===== config.mk =====
export PLATFORM = sky130hd
export DESIGN_NAME = i2c_cmd_arbiter_flat
export DESIGN_NICKNAME = d
export VERILOG_FILES = /design/src/rtl/i2c_cmd_arbiter_if.sv /design/src/rtl/i2c_cmd_arbiter.sv /design/src/flat_wrapper.sv
export SDC_FILE = /design/constraint.sdc
export NUM_CORES = 1
export LEC_CHECK = 0
export CAP_MARGIN = 5
export CORE_MARGIN = 8
export CORE_UTILIZATION = 37
export DETAILED_ROUTE_END_ITERATION = 7
export PLACE_DENSITY_LB_ADDON = 0.3
export SLEW_MARGIN = 10
export SYNTH_ARGS = -nofsm -noshare
export SYNTH_HDL_FRONTEND = slang
export SYNTH_SLANG_ARGS = --single-unit

===== constraint.sdc =====
create_clock -name scl_4x -period 1.7 [get_ports scl_4x]
set_clock_uncertainty 0.2 [all_clocks]
set_input_delay 0.425 -clock scl_4x [delete_from_list [all_inputs] [get_ports scl_4x]]
set_output_delay 0.425 -clock scl_4x [all_outputs]
set_load 0.03 [all_outputs]

===== src/rtl/i2c_cmd_arbiter_if.sv =====
// Requester and byte-engine signal bundle for i2c_cmd_arbiter.
// master = the arbiter; slave = the requesters plus byte engine.
interface i2c_cmd_arbiter_if;
  // Requester side; index 0 = requester A, index 1 = requester B
  logic [1:0]  req_valid;
  logic [1:0]  req_rw;
  logic [13:0] req_dev;
  logic [15:0] req_reg;
  logic [15:0] req_wdata;
  logic [1:0]  req_done;
  logic [1:0]  req_err;
  logic [7:0]  req_rdata;

  // Byte-engine side
  logic        cmd_valid;
  logic        cmd_ready;
  logic [2:0]  cmd_op;
  logic [7:0]  cmd_data;
  logic        rsp_valid;
  logic        rsp_nack;
  logic [7:0]  rsp_data;

  modport master (
    input  req_valid, req_rw, req_dev, req_reg, req_wdata,
    output req_done, req_err, req_rdata,
    output cmd_valid, cmd_op, cmd_data,
    input  cmd_ready, rsp_valid, rsp_nack, rsp_data
  );

  modport slave (
    output req_valid, req_rw, req_dev, req_reg, req_wdata,
    input  req_done, req_err, req_rdata,
    input  cmd_valid, cmd_op, cmd_data,
    output cmd_ready, rsp_valid, rsp_nack, rsp_data
  );
endinterface


===== src/rtl/i2c_cmd_arbiter.sv =====
// Two-requester round-robin I2C register transaction sequencer driving a byte engine.
// Optional response timeout enabled by defining I2C_CMD_ARBITER_TIMEOUT_EN.
module i2c_cmd_arbiter #(
  parameter int unsigned TIMEOUT_CYCLES = 1023
) (
  input  logic              scl_4x,
  input  logic              rst,
  i2c_cmd_arbiter_if.master bus,
  output logic              busy
);

  typedef enum logic [3:0] {
    StIdle, StStart, StDevW, StReg, StWdata, StRstart, StDevR, StRdata, StStop, StDone
  } state_e;

  localparam logic [2:0] OpStart  = 3'd0;
  localparam logic [2:0] OpWrite  = 3'd1;
  localparam logic [2:0] OpRead   = 3'd2;
  localparam logic [2:0] OpRstart = 3'd3;
  localparam logic [2:0] OpStop   = 3'd4;

  state_e      state_q, state_d;
  logic        waiting_q, waiting_d;
  logic        err_q, err_d;
  logic        prio_q, prio_d;  // requester favoured when both are valid
  logic        grant_q, grant_d;
  logic        rw_q, rw_d;
  logic [6:0]  dev_q, dev_d;
  logic [7:0]  reg_q, reg_d;
  logic [7:0]  wdata_q, wdata_d;
  logic [7:0]  rdata_q, rdata_d;
  logic        cmd_state;
  logic        accept;
  logic        timeout;

  assign cmd_state = (state_q != StIdle) && (state_q != StDone);
  assign accept    = bus.cmd_valid && bus.cmd_ready;
  assign busy      = (state_q != StIdle);

`ifdef I2C_CMD_ARBITER_TIMEOUT_EN
  localparam logic [15:0] TimeoutLast = 16'(TIMEOUT_CYCLES - 1);

  logic [15:0] tmo_cnt_q, tmo_cnt_d;

  // A response arriving on the final cycle still wins over the timeout.
  always_comb begin
    tmo_cnt_d = tmo_cnt_q;
    timeout   = 1'b0;
    if (accept) begin
      tmo_cnt_d = '0;
    end else if (waiting_q && !bus.rsp_valid) begin
      if (tmo_cnt_q == TimeoutLast) begin
        timeout   = 1'b1;
        tmo_cnt_d = '0;
      end else begin
        tmo_cnt_d = tmo_cnt_q + 16'd1;
      end
    end
  end

  always_ff @(posedge scl_4x) begin
    if (rst) tmo_cnt_q <= '0;
    else     tmo_cnt_q <= tmo_cnt_d;
  end
`else
  logic unused_timeout_cycles;
  assign unused_timeout_cycles = ^TIMEOUT_CYCLES;
  assign timeout = 1'b0;
`endif

  // Command presented by the current state; held constant until accepted.
  always_comb begin
    bus.cmd_valid = cmd_state && !waiting_q;
    bus.cmd_op    = OpStart;
    bus.cmd_data  = '0;
    unique case (state_q)
      StStart:  bus.cmd_op = OpStart;
      StDevW: begin
        bus.cmd_op   = OpWrite;
        bus.cmd_data = {dev_q, 1'b0};
      end
      StReg: begin
        bus.cmd_op   = OpWrite;
        bus.cmd_data = reg_q;
      end
      StWdata: begin
        bus.cmd_op   = OpWrite;
        bus.cmd_data = wdata_q;
      end
      StRstart: bus.cmd_op = OpRstart;
      StDevR: begin
        bus.cmd_op   = OpWrite;
        bus.cmd_data = {dev_q, 1'b1};
      end
      StRdata:  bus.cmd_op = OpRead;
      StStop:   bus.cmd_op = OpStop;
      default:  ;
    endcase
  end

  always_comb begin
    state_d       = state_q;
    waiting_d     = waiting_q;
    err_d         = err_q;
    prio_d        = prio_q;
    grant_d       = grant_q;
    rw_d          = rw_q;
    dev_d         = dev_q;
    reg_d         = reg_q;
    wdata_d       = wdata_q;
    rdata_d       = rdata_q;
    bus.req_done  = '0;
    bus.req_err   = '0;
    bus.req_rdata = '0;

    unique case (state_q)
      StIdle: begin
        if (|bus.req_valid) begin
          grant_d = (&bus.req_valid) ? prio_q : bus.req_valid[1];
          prio_d  = ~grant_d;
          rw_d    = grant_d ? bus.req_rw[1]       : bus.req_rw[0];
          dev_d   = grant_d ? bus.req_dev[13:7]   : bus.req_dev[6:0];
          reg_d   = grant_d ? bus.req_reg[15:8]   : bus.req_reg[7:0];
          wdata_d = grant_d ? bus.req_wdata[15:8] : bus.req_wdata[7:0];
          err_d   = 1'b0;
          rdata_d = '0;
          state_d = StStart;
        end
      end

      StDone: begin
        bus.req_done[grant_q] = 1'b1;
        bus.req_err[grant_q]  = err_q;
        bus.req_rdata         = err_q ? 8'h00 : rdata_q;
        err_d                 = 1'b0;
        state_d               = StIdle;
      end

      default: begin
        if (accept) begin
          waiting_d = 1'b1;
        end else if (waiting_q && bus.rsp_valid) begin
          waiting_d = 1'b0;
          // A NACK after any address/data byte skips straight to STOP.
          if (bus.rsp_nack && (state_q == StDevW || state_q == StReg ||
                               state_q == StWdata || state_q == StDevR)) begin
            err_d   = 1'b1;
            state_d = StStop;
          end else begin
            unique case (state_q)
              StStart:  state_d = StDevW;
              StDevW:   state_d = StReg;
              StReg:    state_d = rw_q ? StRstart : StWdata;
              StWdata:  state_d = StStop;
              StRstart: state_d = StDevR;
              StDevR:   state_d = StRdata;
              StRdata: begin
                rdata_d = bus.rsp_data;
                state_d = StStop;
              end
              StStop:   state_d = StDone;
              default:  state_d = StIdle;
            endcase
          end
        end else if (timeout) begin
          waiting_d = 1'b0;
          err_d     = 1'b1;
          state_d   = (state_q == StStop) ? StDone : StStop;
        end
      end
    endcase
  end

  always_ff @(posedge scl_4x) begin
    if (rst) begin
      state_q   <= StIdle;
      waiting_q <= 1'b0;
      err_q     <= 1'b0;
      prio_q    <= 1'b0;
      grant_q   <= 1'b0;
      rw_q      <= 1'b0;
      dev_q     <= '0;
      reg_q     <= '0;
      wdata_q   <= '0;
      rdata_q   <= '0;
    end else begin
      state_q   <= state_d;
      waiting_q <= waiting_d;
      err_q     <= err_d;
      prio_q    <= prio_d;
      grant_q   <= grant_d;
      rw_q      <= rw_d;
      dev_q     <= dev_d;
      reg_q     <= reg_d;
      wdata_q   <= wdata_d;
      rdata_q   <= rdata_d;
    end
  end

endmodule


===== src/flat_wrapper.sv =====
// flat-port wrapper written by rule: the top's interface ports become plain ports
module i2c_cmd_arbiter_flat 
#(
  parameter int unsigned TIMEOUT_CYCLES = 1023
)
  (scl_4x, rst, busy, bus_req_valid, bus_req_rw, bus_req_dev, bus_req_reg, bus_req_wdata, bus_req_done, bus_req_err, bus_req_rdata, bus_cmd_valid, bus_cmd_op, bus_cmd_data, bus_cmd_ready, bus_rsp_valid, bus_rsp_nack, bus_rsp_data);
  i2c_cmd_arbiter_if bus_i ();
  input  logic scl_4x;
  input  logic rst;
  output logic busy;
  input wire logic [$bits(bus_i.req_valid)-1:0] bus_req_valid;
  input wire logic [$bits(bus_i.req_rw)-1:0] bus_req_rw;
  input wire logic [$bits(bus_i.req_dev)-1:0] bus_req_dev;
  input wire logic [$bits(bus_i.req_reg)-1:0] bus_req_reg;
  input wire logic [$bits(bus_i.req_wdata)-1:0] bus_req_wdata;
  output wire logic [$bits(bus_i.req_done)-1:0] bus_req_done;
  output wire logic [$bits(bus_i.req_err)-1:0] bus_req_err;
  output wire logic [$bits(bus_i.req_rdata)-1:0] bus_req_rdata;
  output wire logic [$bits(bus_i.cmd_valid)-1:0] bus_cmd_valid;
  output wire logic [$bits(bus_i.cmd_op)-1:0] bus_cmd_op;
  output wire logic [$bits(bus_i.cmd_data)-1:0] bus_cmd_data;
  input wire logic [$bits(bus_i.cmd_ready)-1:0] bus_cmd_ready;
  input wire logic [$bits(bus_i.rsp_valid)-1:0] bus_rsp_valid;
  input wire logic [$bits(bus_i.rsp_nack)-1:0] bus_rsp_nack;
  input wire logic [$bits(bus_i.rsp_data)-1:0] bus_rsp_data;
  assign bus_i.req_valid = bus_req_valid;
  assign bus_i.req_rw = bus_req_rw;
  assign bus_i.req_dev = bus_req_dev;
  assign bus_i.req_reg = bus_req_reg;
  assign bus_i.req_wdata = bus_req_wdata;
  assign bus_req_done = bus_i.req_done;
  assign bus_req_err = bus_i.req_err;
  assign bus_req_rdata = bus_i.req_rdata;
  assign bus_cmd_valid = bus_i.cmd_valid;
  assign bus_cmd_op = bus_i.cmd_op;
  assign bus_cmd_data = bus_i.cmd_data;
  assign bus_i.cmd_ready = bus_cmd_ready;
  assign bus_i.rsp_valid = bus_rsp_valid;
  assign bus_i.rsp_nack = bus_rsp_nack;
  assign bus_i.rsp_data = bus_rsp_data;
  i2c_cmd_arbiter #(.TIMEOUT_CYCLES(TIMEOUT_CYCLES)) u_core (.scl_4x(scl_4x), .rst(rst), .bus(bus_i), .busy(busy));
endmodule

==> flow_results.org, run 1 <==
** Pwr
- The worst-case IR drop observed on VDD is between 0.7 and 0.8 mV.
- Net switching power :: 0.001961 W
- Power Density :: ~1300 nW/um^2
- Clock network fraction of design power :: about an eighth
- Sequential cells account for ~26% of the total power.
- Power, Total :: between 0.005 and 0.006 W
- In this run, the combinational gates consume between 60% and 70% of the power.
- Leak pwr :: about 1.6 nW
- Internal power consumption :: approximately 0.003 W
- Share of total power consumed by net switching :: around two fifths

** Setup path
- Reg-to-reg setup timing slack :: -0.41 ns
- Of all nets on the critical path, the largest fanout is 7.
- STA classifies the critical path startpoint as a register.
- Together, buffers and inverters on the worst path number 4.
- The critical path is of the register to output pin type.
- Among cell families on the critical path, the largest total delay comes from buffers and inverters.
- At the worst endpoint, the arrival time is 1.65 ns.
- The largest single stage delay on the critical path is between 0.3 and 0.4 ns.
- Crit path cell chain :: buf_6 -> buf_6 -> nor3_4 -> a222oi_1 -> inv_1 -> buf_6
- CP max stage cell :: sky130_fd_sc_hd__dfxtp_4
- For the worst setup path, the data required time is between 1 and 1.5 ns.
- Cell type with the highest occurrence count on the critical path :: sky130_fd_sc_hd__buf_6
- The worst setup path is captured at an output pin.

** STA
- Final worst setup slack :: -0.5702 ns
- The number of failing hold endpoints at the final stage is 0.
- Final Cycle Share :: 133.5%
- Subtracting the final worst setup slack from the clock period gives ~2.3 ns.
- Setup TNS :: -22.90 ns
- The total count of max-transition violations in the final report is 0.
- Setup repair after global routing missed its margin :: true
- For the pin with the worst max-slew slack, the measured transition is 0.3646 ns.
- Final-report setup violation count :: 64
- Maximum frequency from static timing analysis :: approximately 440 MHz
- Worst slew margin relative to its limit :: roughly 76%

** Layout
- Diode count :: 0
- Fraction of layout instances using a drive strength above 1 :: 43.22%
- Filler cells :: around 360
- Post-Layout Cell Count :: roughly 420
- Net count reported at finish :: approximately 420
- Syn-to-layout area delta :: 99.87%
- Area taken by multi-input logic gates :: about 1300 sq um
- Area occupied by registers :: approximately 810 sq um

** Synthesis
- In this run the cell area of the synthesized design comes to just under 2000 sq um.
- Share of synthesized area occupied by flip-flops and latches :: approximately two fifths
- Synthesis produced a netlist with a net count of 275.
- Total number of yosys warnings :: 0
- Netlist cell types :: 39
- Ranking of synthesized cells by area :: sky130_fd_sc_hd__dfxtp_1, sky130_fd_sc_hd__a222oi_1, sky130_fd_sc_hd__nor2_1, sky130_fd_sc_hd__and3_1, sky130_fd_sc_hd__a22o_1
- Synth Area per Inst :: 9.113 sq um
- Flop and latch count out of synthesis :: 40
- The cell count after synthesis came out at 212.
- The top cell type by area accounts for about two fifths of the synthesized area.
- Dominant cell by count in the synthesized netlist :: sky130_fd_sc_hd__dfxtp_1
- The synthesized design contains 0 enable-type register cells.
- Post-synthesis async set-or-reset flop share :: 0%
- Sorting the synthesized cells by how often they occur yields sky130_fd_sc_hd__dfxtp_1, sky130_fd_sc_hd__nor2_1, sky130_fd_sc_hd__a222oi_1.
- sky130_fd_sc_hd__dfxtp_1 takes more of the synthesized area than any other cell.
- Among all flip-flop cells after synthesis, the most frequent one is sky130_fd_sc_hd__dfxtp_1.

** Clocking
- In this run the clock root is driven by a sky130_fd_sc_hd__clkbuf_8.
- For the worst-skew pair, the clock arrives at the later sink with an insertion delay of 0.29 ns.
- After clock tree synthesis, the clock-pin slew on the worst setup and hold paths is ~0.080 ns.
- CTS Sinks :: 40
- Hold-fix buffer count after cts :: 0
- CTS tree :: done
- The clock passes through at most 2 buffers.
- Number of buffers created by CTS :: 5
- The H-tree was split into 2 levels.

** Status
- Violations in the final reports :: setup timing
- Run status :: finished with violations

** Placement
- The count of buffers added on input and output ports is between 80 and 90.
- Including well taps, the total number of placed cells is about 390.
- Detailed placement ended at an HPWL of roughly 5.0 mm.
- Timing analysis after detailed placement gives a worst setup slack of -0.3940 ns.
- At the end of routability-driven placement, the weighted congestion stood at between 0.9 and 1.

** Route
- Antenna-violating nets left :: 0
- Total routed wirelength :: between 8 and 9 mm
- DRC violation count after routing :: 0
- The final route contains 2470 vias.
- After detailed routing, the average wire length per cell comes to 20.33 um.
- Initial drt markers :: 262
- Dividing the detail-routed via count by the number of cells gives about 6.
- For this run, the detailed router's first-pass iteration total came to 6.

** Floorplan
- Pin placement for this block handled 88 I/O pins.
- The die covers 7790 sq um.
- DIE WIDTH :: between 80 and 90 um
- Row count :: 26
- Placeable Area :: roughly 5000 sq um
- Die height :: 88.26 um
- Effective utilization at floorplan :: a little under two fifths

** GRT
- Vias in the first global route :: 2555
- The initial antenna violation count was 0.
- For this run, the total global-route usage over all layers was measured as between 20% and 30%.
- Largest net degree at the start of global routing :: 27
- Global-route wire length before repair :: 12.96 mm
- Overall overflow remaining after global route :: 0

** Job
- The tool flagged a number of max-cap violations equal to 0.

** Hold path
- Worst hold path type :: register to register
per-stage QoR:
| step | util, % | hold slack (ns) | area [sq um] |
|---|---|---|---|
| after detailed placement | 62.28 | 0.2622 | 3161 |
| after floorplan | - | 0.2411 | 2034 |
| final | 76.08 | 0.2770 | 3861 |
| after CTS | 75.02 | 0.2813 | 3807 |
| after global routing | 76.08 | 0.2945 | 3861 |
| after global placement | 62.28 | 0.2526 | 3161 |
cell usage in the layout, fill, tap and decap left out, drive strengths merged, types with 6 or more instances in the layout:
master,Yosys,final
buf,13,88
dfxtp,40,40
inv,12,12
a222oi,31,31
nand2,6,6
nor3,7,7
nor2,35,35
clkbuf,5,9
and3,12,12
clkdlybuf4s50,0,62
a21oi,9,9
a22o,8,8
worst reg2reg max path, cell delays in order (launching register included):
cell	delay (ns)
sky130_fd_sc_hd__dfxtp_4	0.37
sky130_fd_sc_hd__buf_4	0.16
sky130_fd_sc_hd__nor4_4	0.30
sky130_fd_sc_hd__buf_4	0.18
sky130_fd_sc_hd__o21ai_4	0.10
sky130_fd_sc_hd__buf_12	0.17
sky130_fd_sc_hd__a222oi_1	0.40
sky130_fd_sc_hd__nor2_1	0.10
cell type report:
cell class                      count  share of cell area (%)
Clock buffer                        7                   1.977
Multi-Input combinational cell    142                   32.86
Sequential cell                    40                   21.00
Tap cell                           70                   2.268
Inverter                           12                   1.167
Clock inverter                      1                  0.2268
Timing Repair Buffer              152                   40.51
state kept, by name, summed over array words and instances, names as in the netlist:
name,flops
u_core.dev_q,7
u_core.err_q,1
u_core.grant_q,1
u_core.prio_q,1
u_core.rdata_q,8
u_core.reg_q,8
u_core.rw_q,1
u_core.state_q,4
u_core.waiting_q,1
u_core.wdata_q,8
timing repair:
item                       CTS  global route
setup buffers               16             7
resized for setup           87            19
cloned                       5             0
setup endpoints to repair   63            64
pin swaps                   32            18
worst paths after layout:
kind                                   from                             end  cells after the start
max          u_core.state_q[3]$_SDFFE_PP0P_                 bus_cmd_data[3]                      6
min          u_core.rdata_q[0]$_SDFFE_PP0P_  u_core.rdata_q[0]$_SDFFE_PP0P_                      1
max reg2reg  u_core.state_q[3]$_SDFFE_PP0P_        u_core.rw_q$_SDFFE_PP0P_                      7
min reg2reg  u_core.rdata_q[0]$_SDFFE_PP0P_  u_core.rdata_q[0]$_SDFFE_PP0P_                      1
metal layers:
layer	vias to the layer above	GRT usage (%)	part of all wire, %
met5	-	0	0
met4	0	6.759	1.4
met3	13	6.035	8.2
met2	136	37.47	52
met1	1202	24.19	38
li1	1119	-	-
power by group through the flow:
stage / registers, W / clock network, W / logic, W
finish: 0.00128 / 0.000625 / 0.00313
global route: 0.00129 / 0.000676 / 0.00326
CTS: 0.00127 / 0.000633 / 0.00296
detailed placement: 0.00128 / 0 / 0.00202
global placement: 0.00128 / 0 / 0.00199
floorplan: 0.00124 / 0 / 0.00123
cells by family (layout without fill, tap and decap cells):
kind of cell	Yosys count	after routing	synth area share (%)
AO/OA/AOI/OAI	62	62	27.72
XOR/XNOR	2	2	0.9069
buffers and inverters	30	172	8.095
flip-flops	40	40	41.45
AND/OR/NAND/NOR	78	78	21.83
Note: power is estimated with default switching activity, not from simulation.
==> inputs of run 2 (changes only) <==
--- a/config.mk
+++ b/config.mk
@@ -9,7 +9,8 @@
 export CORE_MARGIN = 8
 export CORE_UTILIZATION = 37
 export DETAILED_ROUTE_END_ITERATION = 7
-export PLACE_DENSITY_LB_ADDON = 0.3
+export GPL_TIMING_DRIVEN = 0
+export PLACE_DENSITY = 0.77
 export SLEW_MARGIN = 10
 export SYNTH_ARGS = -nofsm -noshare
 export SYNTH_HDL_FRONTEND = slang
==> run 2 against run 1 <==
Effect of this change: the run still ends with setup timing left; combinational power down 4%; core utilization up 0.37 points; maximum frequency is 2.8% lower; non-clock buffer count shrank 4; flip-flop and latch count is the same; register-to-register slack hardly changed; worst setup slack worse by 0.066 ns; critical path depth decreased by 2; global-route usage shrank 1.4 points; largest power group unchanged; sequential power about the same; final cell count shrank 0.71%.
==> flow_results.org, run 2 (same netlist as run 1, synthesis figures left out) <==
** Setup path
- Counting cells, the worst reg-to-reg path comes to 8.
- Data arrives at the worst endpoint at around 1.7 ns.
- Setup Crit Path Kind :: register to output pin
- Maximum fanout along the worst path :: 5
- CP required :: ~1.1 ns
- The worst setup path is captured at an output pin.
- CP Launch Type :: register

** Layout
- Leaving out fill and tap cells, the most frequent cell in the layout is sky130_fd_sc_hd__clkdlybuf4s50_1.
- Cell area after layout :: roughly 3900 sq um
- Relative to the synthesized area, the layout overhead comes to 100.8%.
- In the layout the commonest cells are sky130_fd_sc_hd__clkdlybuf4s50_1, sky130_fd_sc_hd__buf_6, sky130_fd_sc_hd__dfxtp_1.
- Top Registers :: u_core.rdata_q x8, u_core.reg_q x8, u_core.wdata_q x8
- Diode count :: 0
- Of the cells placed in the final design, the portion with a size suffix greater than 1 is approximately two fifths.
- Net count reported at finish :: ~410
- Cells fill about three quarters of the core in the end.

** STA
- Final worst setup slack :: -0.6361 ns
- The worst pin sits at a relative slew slack of a little under three fifths.
- The number of failing hold endpoints at the final stage came to 0.
- Max Transition Viols Final :: 0
- Setup repair after global routing could not meet its margin everywhere.
- For the pin with the worst max-slew slack, the measured transition is 0.6367 ns.
- Final Cycle Share :: 137.4%
- Setup violations remaining at the end of the flow were counted as between 60 and 70.
- For the finished layout, the period the worst path requires is 2.336 ns.
- Static timing analysis puts the maximum clock frequency at around 430 MHz.

** Placement
- Detailed placement ended at an HPWL of 5.010 mm.
- Placed instance area :: slightly below 3000 sq um
- Number of buffer cells added on primary ports :: 86
- Weighted congestion at the end of routability-driven global placement :: 0.7916

** Pwr
- The analysis attributes to cell leakage a power of 1.564 nW.
- In this run, the combinational gates consume roughly three fifths of the power.
- Power Density :: around 1300 nW/um^2
- The internal portion of the total power is 0.003028 W.
- The share of total power dissipated in sequential elements is 26.1%.
- Share of total power consumed by net switching :: approximately 39%
- For this design the total switching power over the nets is ~0.0019 W.
- Worst vdd rail ir drop :: 0.7856 mV
- Power, Total :: about 0.005 W
- Of the total power, the clock network draws between 10 and 15%.

** GRT
- Global routing used between 10% and 20% of the available tracks across all layers.
- Entering global routing, the biggest net connects 13 pins.
- The first global-routing pass estimated ~12 mm of wire.
- Overall overflow remaining after global route :: 0
- The via count of the first global-routing pass was ~2500.
- Initial antenna violation count :: 0

** Floorplan
- DIE WIDTH :: around 88 um
- Number of I/O pins :: just under 90
- Placeable Area :: between 5000 and 6000 sq um
- Full die area :: between 7000 and 8000 sq um
- Row count :: 26
- From bottom edge to top edge, the die measures ~88 um.
- Effective utilization at floorplan :: a little under two fifths

** Hold path
- Counting instances, the worst hold path has a depth of 1.
- The min-delay analysis places its worst path in the category register to register.

** Clocking
- Hold repair after CTS inserted 0 buffers.
- Clock-pin transition on the worst setup and hold timing paths :: roughly 0.080 ns
- Number of levels in the clock H-tree :: 2
- CTS Sinks :: 40
- In this run the clock root is driven by a sky130_fd_sc_hd__clkbuf_8.
- The later pin in the worst-skew pair is clocked with a latency of around 0.30 ns.
- Clock tree synthesis inserted a total of 5 buffers.
- Longest Clk Path Bufs :: 2
- TritonCTS built the clock tree.

** Route
- In this run, the number of DRC markers left after iteration 0 of detailed routing was between 200 and 250.
- Total routed wirelength :: approximately 8.4 mm
- For this run, design rule violations remaining after detail routing come to 0.
- Via Count :: around 2400
- Post-DR wirelength/cell :: about 20 um
- The first TritonRoute pass finished after 7 iterations.
- The detail route stage leaves a number of antenna-violating nets equal to 0.
- Via density per instance :: between 5 and 6

** Status
- The run finished, with violations left.
- Violations in the final reports :: setup timing

** Job
- Count of maximum capacitance violations :: 0
run 2: changes by cell type in the layout (fill, tap and decap cells not counted), moves of 4 or more:
cell / delta
sky130_fd_sc_hd__and3_2: -4
sky130_fd_sc_hd__buf_6: +6
sky130_fd_sc_hd__buf_4: -19
sky130_fd_sc_hd__buf_8: +4
sky130_fd_sc_hd__and3_4: +4
run 2: what timing repair did:
action / in CTS / in global routing
gates cloned: 6 / 1
resized for setup: 230 / 42
endpoints found under the hold margin: 0 / 0
pin swaps: 23 / 26
setup buffers: 28 / 13
endpoints found under the setup margin: 62 / 65
run 2: final timing paths:
path                                  start                             end  slack, ns
max          u_core.state_q[0]$_SDFFE_PP0P_                  bus_req_err[0]      -0.64
min          u_core.rdata_q[4]$_SDFFE_PP0P_  u_core.rdata_q[4]$_SDFFE_PP0P_       0.29
max reg2reg  u_core.state_q[3]$_SDFFE_PP0P_    u_core.dev_q[0]$_SDFFE_PP0P_      -0.41
min reg2reg  u_core.rdata_q[4]$_SDFFE_PP0P_  u_core.rdata_q[4]$_SDFFE_PP0P_       0.29
run 2: worst max-delay path: stages (launching register included):
cell and delay (ns):
sky130_fd_sc_hd__dfxtp_4 0.41, sky130_fd_sc_hd__clkinvlp_4 0.15, sky130_fd_sc_hd__or4_4 0.58, sky130_fd_sc_hd__nor3_4 0.13, sky130_fd_sc_hd__buf_6 0.15
run 2: area by class of cell:
type                    count  area, sq um
multi-input cells         143         1284
plain buffers              16        178.9
fillers                   331         1195
repair buffers            132         1373
inverters                  12        52.55
clock inverters             1        7.507
flip-flops and latches     40        810.8
clock buffers               7        86.33
well taps                  70        87.58
run 2: power groups by stage:
stage / registers [W] / clock network (W) / logic [W]
after floorplan: 0.00124 / 0 / 0.00123
after global placement: 0.00128 / 0 / 0.00169
after detailed placement: 0.00129 / 0 / 0.00174
after CTS: 0.00128 / 0.000682 / 0.00246
after global routing: 0.00131 / 0.000728 / 0.00316
final: 0.00130 / 0.000686 / 0.00299
run 2: layer usage:
layer  routed length, um  track usage (%)
met5                   0                0
met4                 187            3.994
met3                 846            7.428
met2                4350            36.59
met1                2969            21.07
run 2: through the flow:
stage | cells | hold WS (ns) | TNS (ns) | worst slack [ns]
final | 421 | 0.2853 | -25.30 | -0.6361
after global placement | 368 | 0.2530 | -39.94 | -1.074
after floorplan | 212 | 0.2411 | -4.657 | -0.3442
after detailed placement | 368 | 0.2571 | -41.82 | -1.090
after CTS | 409 | 0.2809 | -21.84 | -0.6155
after global routing | 421 | 0.3064 | -30.48 | -0.6928
==> inputs of run 3 (changes only) <==
--- a/config.mk
+++ b/config.mk
@@ -15,3 +15,4 @@
 export SYNTH_ARGS = -nofsm -noshare
 export SYNTH_HDL_FRONTEND = slang
 export SYNTH_SLANG_ARGS = --single-unit
+export TNS_END_PERCENT = 50
==> run 3 against run 2 <==
Effect of this change: the flow still finishes with violations (setup timing); sequential share of layout area grew 1.2 points; maximum frequency is 1.6% higher; worst setup slack improved by 0.036 ns; total power decreased by 6.0%; first-iteration DRC count down 7.4%; global-route usage is 0.23 points lower; routed wire length is 5.0% lower; critical path type unchanged; critical endpoint unchanged; largest cell class unchanged.
==> flow_results.org, run 3 (same netlist as run 1, synthesis figures left out) <==
** Setup path
- Traced cell by cell, the critical path runs through clkinvlp_4 -> or4_4 -> nor3_4 -> buf_6.
- The critical path contains buffers and inverters numbering 2 combined.
- Arrival time worst endpoint :: between 1.5 and 2 ns
- Length in cells of the worst reg-to-reg path :: 7
- Depth of the critical timing path with buffers and inverters included :: 4
- Reg2Reg Launch Point :: u_core.state_q[2]$_SDFFE_PP0P_
- The critical path in this run is classified as register to output pin.
- CP Launch Type :: register
- Worst r2r dst :: u_core.wdata_q[2]$_SDFFE_PP0P_
- Nature of the critical path endpoint :: output pin
- For this run, the slowest stage of the critical path takes between 0.5 and 0.6 ns.
- Crit. Startpoint :: u_core.state_q[0]$_SDFFE_PP0P_
- Maximum fanout along the worst path :: 3
- The cell family contributing the most delay on the critical path is simple AND/OR/NAND/NOR gates.
- At the worst endpoint, the required time is between 1 and 1.5 ns.
- Reg-to-reg setup timing slack :: -0.38 ns
- CP max stage cell :: sky130_fd_sc_hd__or4_4

** Route
- Pre-Repair DR Iteration Count :: 6
- After detailed routing, the average wire length per cell comes to around 19 um.
- Using the TritonRoute via totals, the vias-per-cell ratio works out to around 5.8.
- Across all layers, the routed design uses roughly 2400 vias.
- Total routed wirelength :: around 8 mm
- Antenna-violating nets left :: 0
- In the routed design, unresolved DRC markers number 0.
- Initial drt markers :: 201

** Clocking
- Clock tree synthesis inserted a total of 5 buffers.
- Hold repair after CTS inserted 0 buffers.
- Clock-pin transition on the worst setup and hold timing paths :: 0.08 ns
- Longest Clk Path Bufs :: 2
- The H-tree was split into 2 levels.
- The tree is rooted in a sky130_fd_sc_hd__clkbuf_8.
- Clock latency on the worst-skew pair, taken at its later pin, is between 0.2 and 0.3 ns.
- TritonCTS built the clock tree.
- CTS Sinks :: 40

** Layout
- The largest registers in the layout are u_core.rdata_q x8, u_core.reg_q x8, u_core.wdata_q x8.
- Final core area utilization :: 72.66%
- The repair_antennas step left the layout with diodes totalling 0.
- Most common library cell in the layout ignoring fill and taps :: sky130_fd_sc_hd__clkdlybuf4s50_1
- At the end of the flow, the number of nets in the layout was 402.
- Excluding fillers, the count of instances in the completed layout stands at between 400 and 500.
- Syn-to-layout area delta :: 90.87%
- Commonest cells after routing, fill and taps aside :: sky130_fd_sc_hd__clkdlybuf4s50_1, sky130_fd_sc_hd__buf_6, sky130_fd_sc_hd__dfxtp_1
- In the final layout, the share of cells above drive strength 1 is just under 40%.
- Cell area after layout :: 3687 sq um

** STA
- Worst Max-Slew Pin Slew :: about 0.55 ns
- Final worst setup slack :: -0.6001 ns
- Setup repair after global routing missed its margin :: true
- The smallest clock period supported by the final layout is computed as 2.300 ns.
- Setup TNS :: -21.89 ns
- The total count of max-transition violations in the final report is 0.
- Final-report setup violation count :: between 60 and 70
- The number of failing hold endpoints at the final stage came to 0.
- Final Cycle Share :: 135.3%
- Maximum frequency from static timing analysis :: 434.8 MHz
- Measured against its own limit, the worst slew margin works out to between 60% and 70%.

** Hold path
- Worst hold path type :: register to register
- Along the worst hold path, the cell count comes to 1.
- Hold Path Sink :: u_core.rdata_q[0]$_SDFFE_PP0P_
- The worst hold path begins at u_core.rdata_q[0]$_SDFFE_PP0P_.

** GRT
- For this run the aggregate overflow at the end of global routing stands at 0.
- GRT Overall Usage :: between 10% and 20%
- Entering global routing, the biggest net connects 13 pins.
- Global-route wire length before repair :: ~12 mm
- Initial antenna violation count :: 0
- Vias in the first global route :: roughly 2400

** Pwr
- Internal power consumption :: about 0.0028 W
- Leak pwr :: around 1.5 nW
- Sequential cells burn approximately 27% of the power.
- Power Density :: 1266 nW/um^2
- VDD sags by at most 0.7895 mV.
- Combinational logic burns between 50% and 60% of the power.
- Net switching power :: between 0.0015 and 0.002 W
- The design draws roughly 0.0047 W.
- The clock network is responsible for 14.2% of the overall power.
- Share of total power consumed by net switching :: 39.18%

** Floorplan
- During I/O placement, the number of pins put on the boundary was around 90.
- Die height :: 88.26 um
- Row count :: 26
- Full die area :: 7790 sq um
- After floorplanning, the core was sized to cover around 5100 sq um.
- The initial utilization of the core area, before any placement, comes to a little under two fifths.
- DIE WIDTH :: a little under 90 um

** Placement
- Placed instance area :: roughly 3000 sq um
- Detailed placement finished with a half-perimeter wire length of 5.000 mm.
- Weighted congestion at the end of routability-driven global placement :: 0.8570
- Port buffering added 86 buffers.
- Cell Count Post-Placement :: 368

** Status
- Run status :: finished with violations
- Violations in the final reports :: setup timing

** Job
- Count of maximum capacitance violations :: 0
[run 3: changes by cell type in the layout (fill, tap and decap cells not counted), moves of 2 or more]
| cell | before | now |
|---|---|---|
| sky130_fd_sc_hd__buf_4 | 21 | 24 |
| sky130_fd_sc_hd__buf_6 | 48 | 39 |
| sky130_fd_sc_hd__buf_12 | 4 | 2 |
| sky130_fd_sc_hd__and3_2 | 1 | 9 |
| sky130_fd_sc_hd__and3_4 | 11 | 1 |
| sky130_fd_sc_hd__and3_1 | 0 | 2 |
[run 3: worst max path at each step]
| stage | to | slack [ns] |
|---|---|---|
| final | bus_req_err[0] | -0.60 |
| after global routing | bus_req_err[0] | -0.64 |
| after CTS | bus_req_err[0] | -0.59 |
| after detailed placement | bus_req_rdata[0] | -1.07 |
| after global placement | bus_req_rdata[7] | -1.06 |
| after floorplan | bus_req_err[0] | -0.34 |
[run 3: area by class of cell]
| type | count | area (sq um) |
|---|---|---|
| Timing Repair Buffer | 120 | 1211 |
| Buffer | 17 | 175.2 |
| Clock buffer | 7 | 86.33 |
| Inverter | 12 | 52.55 |
| Sequential cell | 40 | 813.3 |
| Tap cell | 70 | 87.58 |
| Fill cell | 396 | 1388 |
| Clock inverter | 1 | 7.507 |
| Multi-Input combinational cell | 143 | 1254 |
[run 3: per-stage QoR]
| step | hold WS (ns) | worst slack [ns] |
|---|---|---|
| 2_1_floorplan | 0.2411 | -0.3442 |
| 3_3_place_gp | 0.2527 | -1.058 |
| 3_5_place_dp | 0.2586 | -1.067 |
| 4_1_cts | 0.2855 | -0.5918 |
| 5_1_grt | 0.3010 | -0.6414 |
| 6_report | 0.2808 | -0.6001 |
[run 3: per-layer routing]
metal	up-vias	GRT usage, %	routed length [um]
li1	1092	-	-
met1	1143	21.30	2942
met2	141	34.49	3977
met3	17	6.685	798
met4	0	7.527	217
met5	-	0	0
[run 3: power by group through the flow]
stage / sequential, W / combinational [W] / clock, W
after global routing: 0.00130 / 0.00287 / 0.000720
final: 0.00128 / 0.00272 / 0.000662
after floorplan: 0.00123 / 0.00119 / 0
after CTS: 0.00127 / 0.00236 / 0.000675
after detailed placement: 0.00128 / 0.00170 / 0
after global placement: 0.00128 / 0.00167 / 0
[run 3: worst reg2reg max path, stage by stage (launching register included)]
cell,delay (ns)
sky130_fd_sc_hd__dfxtp_4,0.39
sky130_fd_sc_hd__buf_6,0.14
sky130_fd_sc_hd__nor4_4,0.31
sky130_fd_sc_hd__buf_4,0.19
sky130_fd_sc_hd__o21ai_4,0.10
sky130_fd_sc_hd__buf_6,0.16
sky130_fd_sc_hd__a222oi_1,0.38
sky130_fd_sc_hd__nor2_1,0.07
[run 3: repair_timing]
action                                  4_1_cts  5_1_grt
endpoints found under the setup margin       62       64
pin swaps                                    46       24
resized for setup                           229       26
buffers inserted                             27        7
cloned                                        4        0
hold endpoints to repair                      0        0
